==> src/rtl/bit_extender_pkg.sv <==
// bit_extender_pkg: default widths and mode encodings for the immediate extender.
package bit_extender_pkg;
    localparam int IN_W_DEF  = 16;
    localparam int OUT_W_DEF = 32;
    localparam logic [1:0] EXT_SIGN  = 2'b00;
    localparam logic [1:0] EXT_ZERO  = 2'b01;
    localparam logic [1:0] EXT_UPPER = 2'b10;
    localparam logic [1:0] EXT_RSVD  = 2'b11;
endpackage

==> src/rtl/bit_extender_core_ext_mux.sv <==
// ext_mux: combinational immediate widening; upper-imm placement only with
// BIT_EXTENDER_UPPER_IMM_EN, otherwise mode 10 falls back to sign extension.
module ext_mux
    import bit_extender_pkg::*;
#(
    parameter int IN_W  = IN_W_DEF,
    parameter int OUT_W = OUT_W_DEF
) (
    input  logic [IN_W-1:0]  i_x,
    input  logic [1:0]       i_mode,
    output logic [OUT_W-1:0] o_next_z
);
    logic [OUT_W-1:0] w_sign;
    logic [OUT_W-1:0] w_zero;
    assign w_sign = {{(OUT_W-IN_W){i_x[IN_W-1]}}, i_x};
    assign w_zero = {{(OUT_W-IN_W){1'b0}}, i_x};
`ifdef BIT_EXTENDER_UPPER_IMM_EN
    logic [OUT_W-1:0] w_upper;
    assign w_upper = OUT_W'(i_x) << (OUT_W-IN_W);
`endif
    always_comb begin
        o_next_z = w_sign;
        case (i_mode)
            EXT_SIGN:  o_next_z = w_sign;
            EXT_ZERO:  o_next_z = w_zero;
`ifdef BIT_EXTENDER_UPPER_IMM_EN
            EXT_UPPER: o_next_z = w_upper;
`else
            EXT_UPPER: o_next_z = w_sign;
`endif
            EXT_RSVD:  o_next_z = w_sign;
            default:   o_next_z = w_sign;
        endcase
    end
endmodule

==> src/rtl/bit_extender_core.sv <==
// bit_extender_core: registered immediate extender (sign/zero, optional upper-imm
// via BIT_EXTENDER_UPPER_IMM_EN); Z lags X by one clock.
module bit_extender_core
    import bit_extender_pkg::*;
#(
    parameter int IN_W  = IN_W_DEF,
    parameter int OUT_W = OUT_W_DEF
) (
    input  logic             clk,
    input  logic             rst_n,
    input  logic [IN_W-1:0]  X,
    input  logic [1:0]       mode,
    input  logic             in_valid,
    output logic [OUT_W-1:0] Z,
    output logic             out_valid
);
    logic [OUT_W-1:0] w_next_z;
    logic [OUT_W-1:0] r_z;
    logic             r_valid;
    generate
        if (OUT_W <= IN_W) begin : g_bad_width
            $error("bit_extender_core: OUT_W must exceed IN_W");
        end
    endgenerate
    ext_mux #(.IN_W(IN_W), .OUT_W(OUT_W)) u_ext_mux (
        .i_x      (X),
        .i_mode   (mode),
        .o_next_z (w_next_z)
    );
    // Z keeps its last value on idle cycles; only the valid flag drops.
    always_ff @(posedge clk or negedge rst_n) begin
        if (!rst_n) begin
            r_z     <= '0;
            r_valid <= 1'b0;
        end else begin
            r_valid <= in_valid;
            if (in_valid) r_z <= w_next_z;
        end
    end
    assign Z         = r_z;
    assign out_valid = r_valid;
endmodule

==> config.mk <==
export PLATFORM = sky130hd
export DESIGN_NAME = bit_extender_core
export DESIGN_NICKNAME = d
export VERILOG_FILES = /design/src/rtl/bit_extender_pkg.sv /design/src/rtl/bit_extender_core_ext_mux.sv /design/src/rtl/bit_extender_core.sv
export SDC_FILE = /design/constraint.sdc
export NUM_CORES = 1
export LEC_CHECK = 0
export BUFFER_PORTS_ARGS = -buffer_cell sky130_fd_sc_hd__buf_2
export CAP_MARGIN = 5
export CORE_AREA = 2 2 56 58
export DETAILED_ROUTE_END_ITERATION = 6
export DIE_AREA = 0 0 58 60
export SLEW_MARGIN = 20
export SYNTH_ARGS = -nofsm -noshare
export SYNTH_HDL_FRONTEND = slang
export SYNTH_SLANG_ARGS = --single-unit
==> constraint.sdc <==
create_clock -name clk -period 0.85 [get_ports clk]
set_input_delay 0.2125 -clock clk [delete_from_list [all_inputs] [get_ports clk]]
set_output_delay 0.2125 -clock clk [all_outputs]
set_load 0.03 [all_outputs]
Yosys cells after proc, flatten, opt, wreduce, memory -nomap -nowiden
Index checks and enable logic that the tools add are counted.
{"block": "totals", "out_inout_bits": 33, "ramBits": 0, "in_bits": 21, "ff_bits": 33, "rom_bits": 0, "latch_bits": 0, "word_cells": 8, "n_memories": 0}
{"block": "op_classes", "order_cmp": 0, "div": 0, "multipliers": 0, "n_mux": 1, "bitwise": 0, "shift": 0, "n_reduce_logical": 2, "addsub": 0, "n_eq_ne": 3}
{"operator": "32-bit case mux with 2 select lines", "n": 1}
{"operator": "2-bit equality test (second input constant)", "n": 2}
{"operator": "3-bit OR reduction", "n": 1}
{"operator": "2-bit by 1-bit equality test with 1-bit output (second input constant)", "n": 1}
{"operator": "2-bit logical NOT", "n": 1}

Depth between registers and ports, before layout
{"block": "logic_depth", "ltp_word": 3, "mapped_depth": 4, "depth_no_buf": 2}

By module
From an unflattened synthesis, not the netlist that was laid out.
{"block": "hier_totals", "cells_unflattened": 102, "area_unflattened_um2": 1614.0}
{"mod": "bit_extender_core", "n_inst": 1, "area_each_um2": 1370.1, "cells_each": 69}
{"mod": "ext_mux", "n_inst": 1, "area_each_um2": 244.0, "cells_each": 33}

Worst setup path before layout
No wires, ideal clock.
{"block": "synth_path", "path_kind": "reg-to-output", "from": "register Z[30] (netlist name)", "to": "output Z[17]", "required_ns": 0.637, "t_arrival_ns": 0.976, "stages_incl_launch_ff": 2, "path_buffers": 1, "setup_slack_ns": -0.338, "cell_sequence": "dfrtp_1 buf_4"}
{"element": "end, declared", "line": "bit_extender_core.sv:14", "source": "output logic [OUT_W-1:0] Z,"}

==> out/metrics.yaml <==
p_sw_uw: 770.9
initialDrtViolationCount: 1
maxSlewViolCount: 0
first_pass_iters: 2
rsz0062_at_grt: "yes"
port-buffer-count: 53
n_fill_cell: 288
setup_slack_ps: -393.7
ys_top_cells_by_count: "18 x dfrtp_1, 15 x buf_4, 8 x mux2_2"
hold_viol_final: 0
drive_gt1_frac: 0.9118
netlist_area_um2: 818.3
die_area_um2: 3480
worstSetupPathType: "flop to output port"
swShare: 0.3305
grt_pass1_wl_mm: 2.677
place_hpwl_mm: 1.115
cts_made_buffers: 3
worstMarginPinSlew_ps: 397.5
crit_path_top_delay_cell: "dfrtp_4"
cts.clk_slew.worst_paths_ps: 100
dpl_worst_slack_ps: -92.32
arrival_ps: 1030
yosys_register_bits: 18
synth_top_cell_area_share: 0.5505
period_needed_ps: 1244
initial_core_util: 0.2819
vias: 570
fmax_ghz: 0.8040
cp_cell_sequence: "buf_2"
violations: "setup timing"
critPathBufInv: 1
via_per_inst: 4.222
synth_cell_types: 11
cpPeakStageDelay_ps: 550
required_ps: 640
wl_mm: 1.540
synth_edf_count: 0
cts_sinks: 18
syn_nets: 77
gp_congestion: 0.6290
clock-root-buffer: "clkbuf_4"
avgSynthCellArea_um2: 14.61
core_area_um2: 2903
nNetsFinal: 124
leakagePower_uw: 0.0006085
setup_violations: 35
yosysSeqAreaShare: 0.5505
grt_use_total: 0.1026
clkLatencyLatePin_ps: 290
post-synth-top-area-cell: "dfrtp_1"
async_flop_share: 1.000
h-tree-depth: 1
min_period_over_period: 1.463
cts_tree: "done"
skew_ps: 0
relSlewSlack: 0.7350
maxCapViolCount: 0
netlist_top_cells_area: "dfrtp_1 55%, buf_4 14%, mux2_4 13%"
wire_per_inst_um: 11.41
drc: 0
crit_family: "flip-flops"
power_density_nw_per_um2: 1928
p_seq_frac: 0.439
grt_pass1_vias: 602
antenna_left: 0
synthMostInstantiatedCell: "dfrtp_1"
hold_class: "input port to flop"
endpoint_kind: "output port"
overflow: 0
grt_start_max_net_pins: 19
combinationalPowerShare: 0.337
fp.dieH_um: 60
std_cell_rows: 20
synth_warnings: 0
synthCells: 56
internal_power_uw: 1562
diodes: 0
ios: 54
status: "finished, violations left"
crit_path_start_kind: "flop"
ys.flop_type: "dfrtp_1"
cp_max_fo: 17
total_power_uw: 2333
clockBufferDepth: 2
layout.core_utilization: 0.4168
antenna_found_initial: 0
peakVddDrop_v: 0.001167
worst_hold_slack_ps: 149.9
die_x_um: 58
p_clk_frac: 0.223
area_delta_synth_final_pct: 47.86
power by group through the flow:
stage | clock network, uW | registers [uW] | logic, uW
CTS | 558 | 1030 | 785
global route | 604 | 1040 | 832
floorplan | 0 | 1200 | 384
global placement | 0 | 1020 | 675
detailed placement | 0 | 1020 | 679
finish | 521 | 1020 | 787
path summary, 6_finish.rpt:
path	slack (ps)	start	cells past startpoint	end
max	-390	Z[30]$_DFFE_PN0P_	1	Z[31]
min	150	X[0]	2	Z[0]$_DFFE_PN0P_
max reg2reg	-60	Z[1]$_DFFE_PN0P_	2	Z[1]$_DFFE_PN0P_
min reg2reg	540	Z[7]$_DFFE_PN0P_	1	Z[7]$_DFFE_PN0P_
max in group asynchronous	170	rst_n	2	Z[30]$_DFFE_PN0P_
min in group asynchronous	360	rst_n	2	Z[13]$_DFFE_PN0P_
routing by layer:
metal | track usage | share of wire | vias to the layer above | wire [um]
met5 | 0 | 0 | - | 0
met4 | 0.04983 | 0 | 0 | 0
met3 | 0.03030 | 0.13 | 0 | 193
met2 | 0.1737 | 0.49 | 40 | 754
met1 | 0.1186 | 0.38 | 266 | 592
li1 | - | - | 264 | -
cells in the final DEF, fill, tap and decap left out, drive strengths merged:
| master | instances |
|---|---|
| buf | 58 |
| dfrtp | 18 |
| mux2 | 15 |
| clkbuf | 4 |
| inv | 2 |
| nor2b | 1 |
| nand2 | 1 |
| o22ai | 1 |
| o21ai | 1 |
| dlygate4sd3 | 1 |
state kept, by name, summed over array words and instances (netlist names):
name	cells
Z	17
out_valid	1
cells by family after synthesis:
logic type	share of synthesized area
and+or+nand+nor	0.01223
DFF	0.5505
buffers and inverters	0.1850
muxes	0.2385
AOI/OAI and AO/OA	0.01376
per-stage QoR:
step	TNS [ps]	instance area, um^2	instances
after floorplan	-2011	857.1	56
after global placement	-1946	1039	128
after detailed placement	-2349	1039	128
after CTS	-10720	1199	134
after global routing	-11880	1210	135
final	-9911	1210	135
final cells by class:
cell class | instances | area (um^2) | area share
tap | 33 | 41.29 | 0.03413
multi-input combinational | 19 | 216.5 | 0.1789
inverter | 2 | 7.507 | 0.006205
clock buffer | 4 | 36.28 | 0.02999
timing repair buffer | 59 | 435.4 | 0.3599
sequential | 18 | 473.0 | 0.3909
timing repair:
| action | in CTS | in global routing |
|---|---|---|
| hold buffers | 1 | 0 |
| hold endpoints to repair | 18 | 0 |
| resized for setup | 34 | 1 |
| buffers inserted | 1 | 1 |
| gates cloned | 0 | 0 |
| endpoints found under the setup margin | 33 | 34 |
(Power assumes the default switching activity.)
